==> src/rtl/arb_pkg.sv <==
// Shared types and helpers for the round-robin hold arbiter.
// Latency: n/a (types and pure functions only).
// Backpressure: n/a.
package arb_pkg;

  // Widest requester vector the shared helpers accept.
  localparam int unsigned ARB_MAX_N = 64;

  typedef enum logic {
    ARB_IDLE = 1'b0,
    ARB_BUSY = 1'b1
  } arb_state_e;

  // Index of the set bit in a one-hot vector, built as the OR of the
  // indices of all set bits. For a one-hot input it is exact and maps to
  // a shallow OR tree; an all-zero input yields 0.
  function automatic int unsigned onehot_to_idx(input logic [ARB_MAX_N-1:0] oh);
    int unsigned idx;
    idx = 0;
    for (int unsigned i = 0; i < ARB_MAX_N; i++) begin
      if (oh[i]) begin
        idx = idx | i;
      end
    end
    return idx;
  endfunction

endpackage

==> src/rtl/rr_pick.sv <==
// Rotating-priority picker: first set bit of req searching upward from start, with wrap.
// Latency: purely combinational, zero cycles.
// Backpressure: none; found is low when req is all zero.
module rr_pick
  import arb_pkg::*;
#(
  parameter int unsigned N  = 2,
  parameter int unsigned IW = $clog2(N)
) (
  input  logic [N-1:0]  req,
  input  logic [IW-1:0] start,
  output logic          found,
  output logic [IW-1:0] idx,
  output logic [N-1:0]  sel
);

  logic [IW-1:0] pos;

  // Walk the N positions starting at 'start'; the first requesting one wins.
  always_comb begin
    sel   = '0;
    found = 1'b0;
    pos   = '0;
    for (int unsigned k = 0; k < N; k++) begin
      pos = IW'((32'(start) + k) % N);
      if (!found && req[pos]) begin
        sel[pos] = 1'b1;
        found    = 1'b1;
      end
    end
  end

  assign idx = IW'(onehot_to_idx(ARB_MAX_N'(sel)));

endmodule

==> src/rtl/rr_hold_arbiter.sv <==
// Round-robin arbiter with registered one-hot grant held up to MAX_HOLD cycles under contention.
// Latency: request sampled at an edge is granted at that same edge; handoffs have no idle gap.
// Backpressure: owner keeps the grant while requesting; competitors wait for release or hold expiry.
module rr_hold_arbiter
  import arb_pkg::*;
#(
  parameter int unsigned N        = 2,
  parameter int unsigned MAX_HOLD = 4
) (
  input  logic                 clk,
  input  logic                 rst,
  input  logic [N-1:0]         request,
  output logic [N-1:0]         grant,
  output logic                 grant_valid,
  output logic [$clog2(N)-1:0] grant_id
);

  localparam int unsigned IW = $clog2(N);
  // Hold counter only needs to reach MAX_HOLD; keep at least one bit so
  // the unlimited configuration still elaborates cleanly.
  localparam int unsigned CW = (MAX_HOLD == 0) ? 1 : $clog2(MAX_HOLD + 1);

  localparam logic [IW-1:0] LAST_RST = IW'(N - 1);
  localparam logic [CW-1:0] CNT_MAX  = CW'(MAX_HOLD);
  localparam logic          HOLD_EN  = (MAX_HOLD != 0);

  arb_state_e    state_q, state_d;
  logic [IW-1:0] last_q, last_d;
  logic [CW-1:0] cnt_q, cnt_d;
  logic [N-1:0]  grant_q, grant_d;
  logic [IW-1:0] grant_id_q, grant_id_d;
  logic          grant_vld_q, grant_vld_d;

  logic [N-1:0]  owner_mask;
  logic          owner_req;
  logic [N-1:0]  others;
  logic [N-1:0]  cand;
  logic [IW-1:0] start;
  logic          pick_found;
  logic [IW-1:0] pick_idx;
  logic [N-1:0]  pick_sel;

  logic          take_new;
  logic          go_idle;
  logic          bump_cnt;

  // While busy, last_q is the current owner.
  assign owner_mask = N'(1) << last_q;
  assign owner_req  = request[last_q];
  assign others     = request & ~owner_mask;

  // When busy, every way of choosing a new owner (release handoff or hold
  // expiry) excludes the current owner; a released owner's bit is already
  // low, so one masked candidate vector serves both cases.
  assign cand  = (state_q == ARB_BUSY) ? others : request;
  assign start = (last_q == LAST_RST) ? '0 : last_q + IW'(1);

  rr_pick #(
    .N  (N),
    .IW (IW)
  ) u_pick (
    .req   (cand),
    .start (start),
    .found (pick_found),
    .idx   (pick_idx),
    .sel   (pick_sel)
  );

  // Decide this cycle's action, then derive every next-state register from it.
  always_comb begin
    take_new    = 1'b0;
    go_idle     = 1'b0;
    bump_cnt    = 1'b0;
    state_d     = state_q;
    last_d      = last_q;
    cnt_d       = cnt_q;
    grant_d     = grant_q;
    grant_id_d  = grant_id_q;
    grant_vld_d = grant_vld_q;

    unique case (state_q)
      ARB_IDLE: begin
        take_new = pick_found;
      end
      ARB_BUSY: begin
        if (!owner_req) begin
          // Owner released: hand straight to a waiter, or fall idle.
          take_new = pick_found;
          go_idle  = !pick_found;
        end else if (HOLD_EN && (cnt_q == CNT_MAX) && pick_found) begin
          // Hold window used up with someone waiting: rotate.
          take_new = 1'b1;
        end else begin
          // Keep the grant; count saturates so a lone owner holds forever.
          bump_cnt = HOLD_EN && (cnt_q != CNT_MAX);
        end
      end
      default: begin
        go_idle = 1'b1;
      end
    endcase

    if (take_new) begin
      state_d     = ARB_BUSY;
      last_d      = pick_idx;
      cnt_d       = CW'(1);
      grant_d     = pick_sel;
      grant_id_d  = pick_idx;
      grant_vld_d = 1'b1;
    end else if (go_idle) begin
      state_d     = ARB_IDLE;
      cnt_d       = '0;
      grant_d     = '0;
      grant_id_d  = '0;
      grant_vld_d = 1'b0;
    end else if (bump_cnt) begin
      cnt_d = cnt_q + CW'(1);
    end
  end

  // State and output registers; reset clears the grant immediately.
  always_ff @(posedge clk or negedge rst) begin
    if (!rst) begin
      state_q     <= ARB_IDLE;
      last_q      <= LAST_RST;
      cnt_q       <= '0;
      grant_q     <= '0;
      grant_id_q  <= '0;
      grant_vld_q <= 1'b0;
    end else begin
      state_q     <= state_d;
      last_q      <= last_d;
      cnt_q       <= cnt_d;
      grant_q     <= grant_d;
      grant_id_q  <= grant_id_d;
      grant_vld_q <= grant_vld_d;
    end
  end

  assign grant       = grant_q;
  assign grant_valid = grant_vld_q;
  assign grant_id    = grant_id_q;

endmodule

==> config.mk <==
export PLATFORM = sky130hd
export DESIGN_NAME = rr_hold_arbiter
export DESIGN_NICKNAME = d
export VERILOG_FILES = /design/src/rtl/arb_pkg.sv /design/src/rtl/rr_pick.sv /design/src/rtl/rr_hold_arbiter.sv
export SDC_FILE = /design/constraint.sdc
export NUM_CORES = 1
export LEC_CHECK = 0
export BUFFER_PORTS_ARGS = -buffer_cell sky130_fd_sc_hd__buf_2
export CAP_MARGIN = 10
export CORE_AREA = 5 5 42 44
export DETAILED_ROUTE_END_ITERATION = 7
export DIE_AREA = 0 0 47 49
export HOLD_SLACK_MARGIN = 0.12
export PLACE_DENSITY = 0.64
export SETUP_SLACK_MARGIN = 0.02
export SYNTH_ARGS = -nofsm -noshare
export SYNTH_HDL_FRONTEND = slang
export SYNTH_SLANG_ARGS = --single-unit
export TNS_END_PERCENT = 5
==> constraint.sdc <==
create_clock -name clk -period 1.7 [get_ports clk]
set_clock_uncertainty 0.1 [all_clocks]
set_input_delay 0.34 -clock clk [delete_from_list [all_inputs] [get_ports clk]]
set_output_delay 0.34 -clock clk [all_outputs]
set_load 0.01 [all_outputs]
# ---- Yosys cells after proc, flatten, opt, wreduce, memory -nomap -nowiden
# Cells that the tools add are included.
dict set report totals {
  ramBits 0
  rom_bits 0
  mem_count 0
  wordCells 61
  latch_bits 0
  regBits 8
  output_inout_bits 4
}
dict set report classes {
  mul 0
  muxes 33
  reduce_logical 8
  shifts 1
  n_bitwise 4
  eq_ne 2
  magnitude_cmp 5
  addsub 3
  div_mod_pow 0
}
# cell count
set op_table {}
lappend op_table {{$mux W1} 22}
lappend op_table {{$mux W2} 5}
lappend op_table {{$mux W3} 3}
lappend op_table {{$lt A1 B2 Y1 const B} 3}
lappend op_table {{$logic_and A1 B1 Y1} 4}
lappend op_table {{$add A3 B1 Y3 const B} 1}
lappend op_table {{$eq A3 B3 Y1 const B} 1}
lappend op_table {{$ne A3 B3 Y1 const B} 1}
lappend op_table {{$reduce_bool A3 Y1} 1}
lappend op_table {{$add A1 B1 Y1 const B} 2}
lappend op_table {{$and A2 B2 Y2} 1}
lappend op_table {{$demux W1 S1} 2}
lappend op_table {{$ge A1 B1 Y1 const B} 2}
lappend op_table {{$logic_not A1 Y1} 2}
lappend op_table {{$not A2 Y2} 1}
lappend op_table {{$or A2 B2 Y2} 1}
lappend op_table {{$pmux W1 S2} 1}
lappend op_table {{$reduce_bool A2 Y1} 1}
lappend op_table {{$shl A1 B1 Y2 const A} 1}
lappend op_table {{$not A1 Y1} 1}

# ---- Longest topological paths before layout
# Gate-level depths: netlist of run 1.
dict set report logic_depth {
  ltp_word 17
  mapped_depth 6
  depth_no_buf 5
}

# ---- Modules after synthesis
# Synthesis of run 1 repeated with hierarchy kept, for this count alone.
dict set report hier_totals {
  hier_cells 51
  hier_area_um2 506.7
}
# module n_inst cells_per_inst seq_area_each_um2 area_each_um2
set modules_own_cells {}
lappend modules_own_cells {rr_hold_arbiter 1 46 201.4 474.2}
lappend modules_own_cells {rr_pick 1 5 0.0 32.5}

# ---- Worst setup path before layout of run 1
# No wires, ideal clock.
dict set report synth_path {
  path_type {register to register}
  start {reg cnt_q[0]}
  end {reg grant_q[0] (netlist: grant[0])}
  synth_period_minus_slack_ps 1570
  path_stages_with_launch 7
  path_slack_ps 130
  path_buffers 1
  t_arrival_ps 1347
  required_time_ps 1477
  cell_sequence {dfrtp_1 inv_1 ha_1 buf_2 a21bo_1 o221a_1 o221a_1}
}
dict set report synth_via {
  elab_chain_cells 6
  elab_cells_between_ends 7
}
# item line_no
set synth_rtl {}
lappend synth_rtl {{start, declared} rr_hold_arbiter.sv:29} ;# logic [CW-1:0] cnt_q, cnt_d;
lappend synth_rtl {{start signal, assigned} rr_hold_arbiter.sv:133} ;# cnt_q <= cnt_d;
lappend synth_rtl {{$eq A3 B3 Y1 *} rr_hold_arbiter.sv:90} ;# end else if (HOLD_EN && (cnt_q == CNT_MAX) && pick_found) begin
lappend synth_rtl {{$logic_and A1 B1 Y1 *} rr_hold_arbiter.sv:90}
lappend synth_rtl {{$mux W1 *} rr_hold_arbiter.sv:90}
lappend synth_rtl {{$mux W1 *} rr_hold_arbiter.sv:86} ;# if (!owner_req) begin
lappend synth_rtl {{$pmux W1 S2 *} rr_hold_arbiter.sv:81} ;# unique case (state_q)
lappend synth_rtl {{$mux W2 or $reduce_bool A2 Y1 (tied branches)} --}
lappend synth_rtl {{end signal, assigned} rr_hold_arbiter.sv:134} ;# grant_q <= grant_d;
lappend synth_rtl {{end, declared} rr_hold_arbiter.sv:30} ;# logic [N-1:0] grant_q, grant_d;
# Mark *: on every way between the ends. The rest lies on a longest branch, timed or not.
# A chain may end at the register's enable or synchronous reset.

# ---- Final worst setup path of run 1
# Same ends and word-level chain as after synthesis.

==> run summary, run 1 <==
### Synthesis
• part of the Yosys area used for sequential elements: 33.3%
• area of the mapped netlist: 529 µm²
• net count after synthesis: 66
• count of state elements after synthesis: 7
• number of different library cells in the post-synthesis netlist: 28
• synthesized instance count: 60
• number of synthesis warnings: 0
• average footprint of a synthesized cell: 8.82 µm²

### Global route
• largest net degree at the start of global routing: 14
• met1 GRT Util: 16.5%
• busiest layer in global routing: met1
• routing usage on met3: 2.58%
• global-route wire length before repair: 1880 µm
• overall global routing resource usage: 11.4%
• Overflow after GRT: 0
• via count of the first global-routing pass: 412
• antenna violations before repair: 0
• met2 global-route usage: 14.0%

### Critical path
• Crit. End Element: register
• cells along the critical path: inv_1, ha_2, a21bo_1, o221a_1, o221a_1
• Buffers & Inverters on Critical Path: 1
• cell type group with the largest total delay on the critical path: compound AO/OA/AOI/OAI gates
• worst reg-to-reg path cell count: 5
• Top cell by count, worst path: sky130_fd_sc_hd__o221a_1
• Reg2Reg Setup Slack: 160 ps
• R2R Path Start: cnt_q[0]$_DFFE_PN0P_
• peak per-stage delay on the critical path: 380 ps
• reg-to-reg critical path endpoint: grant[0]$_DFFE_PN0P_
• worst endpoint data arrival time: 1590 ps
• worst endpoint required time: 1750 ps
• cell at the slowest stage of the critical path: sky130_fd_sc_hd__dfrtp_1
• startpoint kind of the worst setup timing path: register
• largest fanout on the critical path: 6
• worst setup path category: register to register

### Timing
• slew at the pin with the worst max-slew slack: 285 ps
• final period demand of the worst path: 1540 ps
• share of the cycle needed by the critical path after routing: 90.7%
• setup repair after global routing missed its margin: no
• max_slew headroom: 81.0%
• Final Hold Vio Count: 0
• # setup viols final: 0
• post-route setup TNS: 0 ps
• Slew Viols, Final: 0
• Min Hold Slack: 342 ps
• worst path setup slack after routing: 158 ps
• highest achievable clock rate: 0.648 GHz

### Placement
• placed wire-length estimate after detailed placement: 762 µm
• DP Worst Slack: 112 ps
• total placed cells including tap cells: 79
• IO Port Bufs: 7
• global placer's final weighted congestion: 0.768

### Pwr
• Peak supply drop: 0.455 mV
• Pwr per Cell Area: 852 mW/mm²
• relative contribution of sequential cells to total power: 41.1%
• switching power of the nets: 0.000168 W
• net switching fraction of the power: 32.5%
• total internal power: 0.000350 W
• Clock Power Share: 31.0%
• Leak: 0.285 nW
• fraction of power consumed by combinational cells: 27.9%

### Route
• number of nets still failing antenna checks after routing: 0
• vias after detailed routing: 463
• WL per Instance: 13.5 µm
• drt initial violations: 17
• average vias per placed instance: 5.51
• Detailed Routing Iterations Pass 1: 4
• number of DRC violations after detailed routing: 0
• aggregate routed wire length: 1130 µm

### Clock network
• master cell of the clock root buffer: sky130_fd_sc_hd__clkbuf_4
• Max clock buf depth: 2
• number of clock buffers inserted by TritonCTS: 3
• CTS tree: built
• number of H-tree branching levels: 1
• Sink Count: 7
• CTS clock-pin slew for the worst setup and hold paths: 60 ps
• Post CTS Setup Buffer Count: 0
• insertion delay to the later sink of the worst-skew pair: 260 ps

### Finish
• number of diodes: 0
• fraction of final layout cells with drive strength greater than 1: 23.5%
• Post-layout nets: 75
• Layout Utilization: 43.4%
• final instance count without filler cells: 84
• area grow syn2layout: 14.9%

### Floorplanning
• Die Footprint: 0.00230 mm²
• I/O pin count: 8
• Cell Rows: 14
• CORE AREA: 0.00140 mm²
• die boundary height: 49 µm
• horizontal extent of the die: 47 µm
• effective utilization at floorplan: 37.8%

### Min path
• Hold/Removal Path Class: input pin to register
• startpoint of the most critical hold path: request[1]
• terminating pin of the worst hold path: grant[1]$_DFFE_PN0P_
• number of cells on the worst hold path: 3

### Job
• number of max-cap violations: 0

### Outcome
• result of the run: completed

-- metal layers --
layer | up-vias | routed length (µm)
li1 | 236 | -
met5 | - | 0
met2 | 13 | 527
met4 | 0 | 12
met1 | 212 | 538
met3 | 2 | 54
-- stage by stage --
stage          instance area (µm²)  total power (W)
6_report                       608         0.000518
2_1_floorplan                  529         0.000313
3_3_place_gp                   569         0.000352
5_1_grt                        608         0.000553
3_5_place_dp                   569         0.000353
4_1_cts                        606         0.000520
-- state kept, by name, summed over array words and instances, names as in the netlist --
name and flops:
grant_valid 1, cnt_q 3, grant 2, last_q 1
-- power groups by stage --
stage          combinational [W]  clock, W  sequential (W)
2_1_floorplan           0.000105         0        0.000208
3_3_place_gp            0.000138         0        0.000215
3_5_place_dp            0.000138         0        0.000215
4_1_cts                 0.000141  0.000167        0.000212
5_1_grt                 0.000164  0.000173        0.000217
6_report                0.000145  0.000161        0.000213
-- layout make-up --
type                            count  area, µm²
Sequential cell                     7        176
Timing Repair Buffer               11       67.6
Fill cell                         144        793
Tap cell                           16       20.0
Clock buffer                        4       26.3
Multi-Input combinational cell     42        303
Inverter                            4       15.0
-- worst reg2reg max path: stages (launching register included) --
cell and delay (ps):
sky130_fd_sc_hd__dfrtp_1 380, sky130_fd_sc_hd__inv_1 80, sky130_fd_sc_hd__ha_2 220, sky130_fd_sc_hd__a21bo_1 230
sky130_fd_sc_hd__o221a_1 220, sky130_fd_sc_hd__o221a_1 200
-- cell families (layout without fill, tap and decap cells) --
kind of cell,Yosys count,after routing,synth area share [%]
adders and majority gates,2,2,4.73
DFF,7,7,33.3
AOI/OAI and AO/OA,22,22,31.2
and+or+nand+nor,15,15,14.9
buffers and inverters,11,19,9.93
muxes,3,3,5.91
-- layout by cell type (no fill, tap or decap) --
cell                            instances
sky130_fd_sc_hd__a21bo_1                1
sky130_fd_sc_hd__a21boi_0               1
sky130_fd_sc_hd__a21boi_1               1
sky130_fd_sc_hd__a21o_1                 3
sky130_fd_sc_hd__a21oi_1                2
sky130_fd_sc_hd__a221oi_1               1
sky130_fd_sc_hd__a22o_1                 1
sky130_fd_sc_hd__a22oi_1                3
sky130_fd_sc_hd__a32oi_1                1
sky130_fd_sc_hd__and3_1                 1
sky130_fd_sc_hd__and3b_1                1
sky130_fd_sc_hd__buf_2                  7
sky130_fd_sc_hd__buf_4                  3
sky130_fd_sc_hd__clkbuf_1               1
sky130_fd_sc_hd__clkbuf_4               3
sky130_fd_sc_hd__dfrtp_1                6
sky130_fd_sc_hd__dfstp_2                1
sky130_fd_sc_hd__dlygate4sd3_1          1
sky130_fd_sc_hd__ha_1                   1
sky130_fd_sc_hd__ha_2                   1
sky130_fd_sc_hd__inv_1                  4
sky130_fd_sc_hd__mux2_2                 1
sky130_fd_sc_hd__mux2i_1                2
sky130_fd_sc_hd__nand2_1                3
sky130_fd_sc_hd__nand3_1                4
sky130_fd_sc_hd__nor2_1                 2
sky130_fd_sc_hd__nor2b_1                2
sky130_fd_sc_hd__o21ai_0                4
sky130_fd_sc_hd__o221a_1                2
sky130_fd_sc_hd__o221ai_1               1
sky130_fd_sc_hd__o31ai_1                1
sky130_fd_sc_hd__or3_1                  2
-- timing repair --
action / CTS / global route
hold buffers: 1 / 0
hold endpoints to repair: 7 / 0
endpoints found under the setup margin: 0 / 3
resized for setup: 0 / 1
-- how the worst max path moves through the flow --
stage | from | end | slack [ps] | cells past startpoint
4_1_cts | cnt_q[0]$_DFFE_PN0P_ | grant[0]$_DFFE_PN0P_ | 100 | 5
3_3_place_gp | cnt_q[0]$_DFFE_PN0P_ | grant[0]$_DFFE_PN0P_ | 160 | 5
3_5_place_dp | cnt_q[0]$_DFFE_PN0P_ | grant[0]$_DFFE_PN0P_ | 110 | 5
5_1_grt | cnt_q[0]$_DFFE_PN0P_ | grant[1]$_DFFE_PN0P_ | 30 | 5
2_1_floorplan | cnt_q[0]$_DFFE_PN0P_ | grant[0]$_DFFE_PN0P_ | 130 | 6
6_report | cnt_q[0]$_DFFE_PN0P_ | grant[0]$_DFFE_PN0P_ | 160 | 5
-- Yosys cell counts --
cell type | number | area share, %
sky130_fd_sc_hd__and3_1 | 1 | 1.2
sky130_fd_sc_hd__buf_4 | 1 | 1.4
sky130_fd_sc_hd__a221oi_1 | 1 | 1.7
sky130_fd_sc_hd__o221ai_1 | 1 | 1.7
sky130_fd_sc_hd__nand2_1 | 3 | 2.1
sky130_fd_sc_hd__mux2_2 | 1 | 2.1
sky130_fd_sc_hd__and3b_1 | 1 | 1.7
sky130_fd_sc_hd__a21o_1 | 3 | 4.3
sky130_fd_sc_hd__a32oi_1 | 1 | 1.7
sky130_fd_sc_hd__inv_1 | 4 | 2.8
sky130_fd_sc_hd__a21bo_1 | 1 | 1.9
sky130_fd_sc_hd__a21boi_0 | 1 | 1.4
sky130_fd_sc_hd__a21boi_1 | 1 | 1.4
sky130_fd_sc_hd__nor2_1 | 2 | 1.4
sky130_fd_sc_hd__dfrtp_1 | 6 | 28
sky130_fd_sc_hd__o31ai_1 | 1 | 1.4
sky130_fd_sc_hd__nand3_1 | 4 | 3.8
sky130_fd_sc_hd__a21oi_1 | 2 | 1.9
sky130_fd_sc_hd__ha_1 | 2 | 4.7
sky130_fd_sc_hd__dfstp_2 | 1 | 5.0
sky130_fd_sc_hd__o21ai_0 | 4 | 3.8
sky130_fd_sc_hd__or3_1 | 2 | 2.4
sky130_fd_sc_hd__a22oi_1 | 3 | 4.3
sky130_fd_sc_hd__nor2b_1 | 2 | 2.4
sky130_fd_sc_hd__a22o_1 | 1 | 1.7
sky130_fd_sc_hd__mux2i_1 | 2 | 3.8
sky130_fd_sc_hd__buf_2 | 6 | 5.7
sky130_fd_sc_hd__o221a_1 | 2 | 4.3
Power figures use the tool's default switching activity.
==> inputs of run 2 (changes only) <==
--- a/config.mk
+++ b/config.mk
@@ -5,13 +5,15 @@
 export SDC_FILE = /design/constraint.sdc
 export NUM_CORES = 1
 export LEC_CHECK = 0
-export BUFFER_PORTS_ARGS = -buffer_cell sky130_fd_sc_hd__buf_2
+export BUFFER_PORTS_ARGS = -buffer_cell sky130_fd_sc_hd__buf_4
 export CAP_MARGIN = 10
-export CORE_AREA = 5 5 42 44
+export CELL_PAD_IN_SITES_DETAIL_PLACEMENT = 0
+export CELL_PAD_IN_SITES_GLOBAL_PLACEMENT = 1
+export CORE_MARGIN = 5
+export CORE_UTILIZATION = 35
 export DETAILED_ROUTE_END_ITERATION = 7
-export DIE_AREA = 0 0 47 49
 export HOLD_SLACK_MARGIN = 0.12
-export PLACE_DENSITY = 0.64
+export PLACE_DENSITY = 0.73
 export SETUP_SLACK_MARGIN = 0.02
 export SYNTH_ARGS = -nofsm -noshare
 export SYNTH_HDL_FRONTEND = slang
==> run summary, run 2 (synthesis gave the netlist of run 1 again) <==
### Outcome
• result of the run: completed

### Critical path
• largest fanout on the critical path: 9, +3
• worst endpoint required time: 1760 ps, about the same
• cell type group with the largest total delay on the critical path: compound AO/OA/AOI/OAI gates
• Crit. End Element: register
• reg-to-reg critical path endpoint: grant[1]$_DFFE_PN0P_
• peak per-stage delay on the critical path: 390 ps, about the same
• R2R Path Start: cnt_q[0]$_DFFE_PN0P_
• worst endpoint data arrival time: 1630 ps, +40 ps
• Stages on worst setup path: 5, unchanged
• worst reg-to-reg path cell count: 5, unchanged
• Buffers & Inverters on Critical Path: 1, unchanged
• launch point of the worst path: cnt_q[0]$_DFFE_PN0P_
• worst setup path category: register to register
• Reg2Reg Setup Slack: 130 ps, -30 ps
• startpoint kind of the worst setup timing path: register
• cell at the slowest stage of the critical path: sky130_fd_sc_hd__dfrtp_1
• cells along the critical path: inv_1, ha_2, a21bo_1, o221ai_1, a221oi_1

### Min path
• startpoint of the most critical hold path: request[0]
• number of cells on the worst hold path: 2, -1
• terminating pin of the worst hold path: grant[1]$_DFFE_PN0P_
• Hold/Removal Path Class: input pin to register

### Finish
• Seq. cell area: 176 µm², unchanged
• Multi-input gate area: 303 µm², unchanged
• top register by number of flip-flops: cnt_q
• fraction of final layout cells with drive strength greater than 1: 23.5%, unchanged
• Post-layout nets: 75, unchanged
• number of flip-flops in the largest register: 3, unchanged
• commonest cells after routing, fill and taps aside: sky130_fd_sc_hd__buf_4, sky130_fd_sc_hd__dfrtp_1, sky130_fd_sc_hd__inv_1, sky130_fd_sc_hd__nand3_1, sky130_fd_sc_hd__o21ai_0
• most frequent standard cell in the layout excluding fill and tap cells: sky130_fd_sc_hd__buf_4
• Layout Utilization: 42.5%, -0.88 points
• area grow syn2layout: 18.2%
• number of diodes: 0, unchanged
• number of fillers in the final layout: 150, +4.2%

### Route
• drt initial violations: 7, -10
• average vias per placed instance: 5.71, +3.7%
• vias after detailed routing: 480, +3.7%
• Detailed Routing Iterations Pass 1: 4, unchanged
• number of DRC violations after detailed routing: 0, unchanged
• number of nets still failing antenna checks after routing: 0, unchanged
• WL per Instance: 14.5 µm, +7.3%
• aggregate routed wire length: 1220 µm, +7.3%

### Floorplanning
• die boundary height: 48.9 µm, -0.23%
• Die Footprint: 0.00239 mm², +3.8%
• Cell Rows: 14, unchanged
• I/O pin count: 8, unchanged
• CORE AREA: 0.00147 mm², +5.0%
• effective utilization at floorplan: 36.0%, -1.8 points
• horizontal extent of the die: 48.9 µm, +4.0%

### Timing
• max_slew headroom: 81.0%, about the same
• Slew Viols, Final: 0, unchanged
• highest achievable clock rate: 0.637 GHz, -1.8%
• setup repair after global routing missed its margin: no
• slew at the pin with the worst max-slew slack: 286 ps, +1.08 ps
• Final Hold Vio Count: 0, unchanged
• Min Hold Slack: 281 ps, -60.7 ps
• # setup viols final: 0, unchanged
• share of the cycle needed by the critical path after routing: 92.4%, +1.7 points
• final period demand of the worst path: 1570 ps, +28.5 ps
• post-route setup TNS: 0 ps, unchanged

### Clock network
• number of H-tree branching levels: 1, unchanged
• Sink Count: 7, unchanged
• master cell of the clock root buffer: sky130_fd_sc_hd__clkbuf_4
• insertion delay to the later sink of the worst-skew pair: 260 ps, about the same
• CTS tree: built
• Max clock buf depth: 2, unchanged
• CTS clock-pin slew for the worst setup and hold paths: 60 ps, about the same
• Post CTS Setup Buffer Count: 0, unchanged
• number of clock buffers inserted by TritonCTS: 3, unchanged

### Pwr
• Leak: 0.290 nW, +1.8%
• Pwr per Cell Area: 838 mW/mm², -1.6%
• Peak supply drop: 0.372 mV, -18%

### Global route
• largest net degree at the start of global routing: 14, unchanged
• Overflow after GRT: 0, unchanged
• via count of the first global-routing pass: 449, +9.0%
• global-route wire length before repair: 1980 µm, +5.2%
• antenna violations before repair: 0, unchanged
• overall global routing resource usage: 11.1%, -0.32 points

### Job
• number of max-cap violations: 0, unchanged

### Placement
• placed wire-length estimate after detailed placement: 872 µm, +14%
• IO Port Bufs: 7, unchanged
• global placer's final weighted congestion: 0.802, +4.5%

run 2: how the worst max path moves through the flow:
stage	to
final	grant[1]$_DFFE_PN0P_
after detailed placement	grant[1]$_DFFE_PN0P_
after CTS	grant[1]$_DFFE_PN0P_
after global routing	grant[1]$_DFFE_PN0P_
after global placement	grant[0]$_DFFE_PN0P_
after floorplan	grant[0]$_DFFE_PN0P_
run 2: layer usage:
metal / track usage [%] / part of all wire, % / vias up
li1: - / - / 235
met1: 12.4 / 44 / 228
met2: 16.1 / 47 / 12
met3: 4.28 / 5.5 / 5
met4: 9.42 / 3.8 / 0
met5: 0 / 0 / -
run 2: cell type report:
cell class,instances,area share (%)
clock buffer,4,4.20
tap,16,3.20
sequential,7,28.2
timing repair buffer,11,13.6
multi-input combinational,42,48.4
inverter,4,2.40
run 2: through the flow:
| stage | cells | power [W] | area (µm²) | setup slack, ps |
|---|---|---|---|---|
| after floorplan | 60 | 0.000313 | 529 | 130 |
| after global placement | 79 | 0.000363 | 587 | 115 |
| after detailed placement | 79 | 0.000363 | 587 | 65.9 |
| after CTS | 84 | 0.000531 | 623 | 47.8 |
| after global routing | 84 | 0.000563 | 626 | 27.7 |
| final | 84 | 0.000524 | 626 | 129 |
run 2: power by group:
group	total (W)	leakage [nW]	switching, W	internal (W)
Clock	0.000159	0.0150	0.0000694	0.0000901
Sequential	0.000209	0.0851	0.0000214	0.000187
Combinational	0.000156	0.190	0.0000771	0.0000791
run 2: timing repair:
item | 4_1_cts | 5_1_grt
setup endpoints to repair | 0 | 4
resized for setup | 0 | 1
hold endpoints to repair | 7 | 0
hold buffers | 1 | 0
==> inputs of run 3 (changes only) <==
--- a/config.mk
+++ b/config.mk
@@ -10,10 +10,11 @@
 export CELL_PAD_IN_SITES_DETAIL_PLACEMENT = 0
 export CELL_PAD_IN_SITES_GLOBAL_PLACEMENT = 1
 export CORE_MARGIN = 5
-export CORE_UTILIZATION = 35
+export CORE_UTILIZATION = 38
+export CTS_BUF_LIST = sky130_fd_sc_hd__clkbuf_4
 export DETAILED_ROUTE_END_ITERATION = 7
 export HOLD_SLACK_MARGIN = 0.12
-export PLACE_DENSITY = 0.73
+export PLACE_DENSITY = 0.78
 export SETUP_SLACK_MARGIN = 0.02
 export SYNTH_ARGS = -nofsm -noshare
 export SYNTH_HDL_FRONTEND = slang
==> run summary, run 3 (synthesis gave the netlist of run 1 again) <==
### Outcome
• result of the run: completed

### Global route
• global-route wire length before repair: 2010 µm, +1.4%
• Overflow after GRT: 0, unchanged
• via count of the first global-routing pass: 453, +0.89%
• overall global routing resource usage: 12.9%, +1.9 points
• largest net degree at the start of global routing: 14, unchanged
• antenna violations before repair: 0, unchanged

### Placement
• DP Worst Slack: 108 ps, +42.4 ps
• global placer's final weighted congestion: 0.750, -6.5%
• placed wire-length estimate after detailed placement: 832 µm, -4.6%
• IO Port Bufs: 7, unchanged

### Critical path
• cell at the slowest stage of the critical path: sky130_fd_sc_hd__dfrtp_1
• startpoint kind of the worst setup timing path: register
• worst endpoint required time: 1750 ps, about the same
• largest fanout on the critical path: 6, -3
• cells along the critical path: inv_1, ha_2, a21bo_1, o221a_1, o221a_1
• worst endpoint data arrival time: 1580 ps, -50 ps
• Top cell by count, worst path: sky130_fd_sc_hd__o221a_1
• worst reg-to-reg path cell count: 5, unchanged
• Crit. End Element: register
• peak per-stage delay on the critical path: 380 ps, about the same
• worst setup path category: register to register

### Floorplanning
• Cell Rows: 13, -1
• I/O pin count: 8, unchanged
• Die Footprint: 0.00224 mm², -6.3%
• effective utilization at floorplan: 40.2%, +4.2 points
• die boundary height: 47.3 µm, -3.2%
• CORE AREA: 0.00132 mm², -10%
• horizontal extent of the die: 47.3 µm, -3.2%

### Timing
• post-route setup TNS: 0 ps, unchanged
• final period demand of the worst path: 1540 ps, -31.1 ps
• setup repair after global routing missed its margin: no
• # setup viols final: 0, unchanged
• highest achievable clock rate: 0.650 GHz, +2.0%
• Min Hold Slack: 280 ps, -1.43 ps
• slew at the pin with the worst max-slew slack: 337 ps, +51.4 ps
• share of the cycle needed by the critical path after routing: 90.6%, -1.8 points
• Final Hold Vio Count: 0, unchanged
• max_slew headroom: 77.4%, -3.5 points
• worst path setup slack after routing: 160 ps, +31.1 ps
• Slew Viols, Final: 0, unchanged

### Finish
• commonest cells after routing, fill and taps aside: sky130_fd_sc_hd__buf_4, sky130_fd_sc_hd__dfrtp_1
• top register by number of flip-flops: cnt_q
• area grow syn2layout: 18.7%
• fraction of final layout cells with drive strength greater than 1: 25.0%, +1.5 points
• number of diodes: 0, unchanged
• most frequent standard cell in the layout excluding fill and tap cells: sky130_fd_sc_hd__buf_4
• number of flip-flops in the largest register: 3, unchanged
• Post-layout nets: 75, unchanged

### Clock network
• master cell of the clock root buffer: sky130_fd_sc_hd__clkbuf_4
• CTS clock-pin slew for the worst setup and hold paths: 60 ps, about the same
• insertion delay to the later sink of the worst-skew pair: 260 ps, about the same
• number of clock buffers inserted by TritonCTS: 3, unchanged
• number of H-tree branching levels: 1, unchanged
• Max clock buf depth: 2, unchanged
• CTS tree: built
• Sink Count: 7, unchanged
• Post CTS Setup Buffer Count: 0, unchanged

### Min path
• number of cells on the worst hold path: 2, unchanged
• Hold/Removal Path Class: input pin to register

### Job
• number of max-cap violations: 0, unchanged

### Route
• WL per Instance: 14.6 µm, +0.79%
• drt initial violations: 10, +3
• number of DRC violations after detailed routing: 0, unchanged
• aggregate routed wire length: 1210 µm, -0.41%
• Detailed Routing Iterations Pass 1: 4, unchanged
• average vias per placed instance: 5.73, +0.36%
• number of nets still failing antenna checks after routing: 0, unchanged
• vias after detailed routing: 476, -0.83%

### Pwr
• Pwr per Cell Area: 859 mW/mm², +2.5%
• Peak supply drop: 0.400 mV, +7.3%
• Leak: 0.293 nW, +1.1%

## run 3: cell counts in the layout (fill, tap and decap cells not counted)
Identical to the previous run, type by type.
## run 3: critical path, delay by kind of cell, from the launching register on
kind | cells | cell delay [ps]
AOI/OAI and AO/OA | 3 | 660
DFF | 1 | 380
adders and majority gates | 1 | 220
buffers and inverters | 1 | 70
## run 3: final cells by class
type                            count  area (µm²)
Multi-Input combinational cell     42         303
Tap cell                           15        18.8
Inverter                            4        15.0
Fill cell                         127         689
Timing Repair Buffer               11        85.1
Clock buffer                        4        30.0
Sequential cell                     7         176
## run 3: where the power goes
group	leakage [nW]	total [W]	switching (W)	internal, W
Clock	0.0184	0.000175	0.0000686	0.000106
Combinational	0.189	0.000150	0.0000713	0.0000787
Sequential	0.0851	0.000215	0.0000275	0.000187
## run 3: final timing paths
path / start / end / slack, ps
hold / removal: request[0] / grant[1]$_DFFE_PN0P_ / 280
hold reg to reg: grant_valid$_DFFE_PN0P_ / grant[1]$_DFFE_PN0P_ / 510
setup / recovery: cnt_q[0]$_DFFE_PN0P_ / grant[0]$_DFFE_PN0P_ / 160
min in group asynchronous: rst / grant_valid$_DFFE_PN0P_ / 380
max in group asynchronous: rst / last_q$_DFFE_PN1P_ / 910
setup reg to reg: cnt_q[0]$_DFFE_PN0P_ / grant[0]$_DFFE_PN0P_ / 160
## run 3: what timing repair did
| action | in CTS | in global routing |
|---|---|---|
| hold buffers | 1 | 0 |
| resized for setup | 0 | 1 |
| endpoints found under the setup margin | 0 | 4 |
| hold endpoints to repair | 7 | 0 |
## run 3: routing by layer
metal	track usage, %	routed length [µm]	up-vias
met5	0	0	-
li1	-	-	235
met1	18.2	591	223
met3	2.30	69	2
met4	6.63	22	0
met2	18.7	526	16
## run 3: through the flow
| stage | instances | total power (W) | util (%) | instance area [µm²] |
|---|---|---|---|---|
| 6_report | 83 | 0.000540 | 47.7 | 628 |
| 2_1_floorplan | 60 | 0.000313 | - | 529 |
| 5_1_grt | 83 | 0.000575 | 47.7 | 628 |
| 3_5_place_dp | 78 | 0.000363 | 44.4 | 586 |
| 4_1_cts | 83 | 0.000542 | 47.5 | 626 |
| 3_3_place_gp | 78 | 0.000362 | 44.4 | 586 |
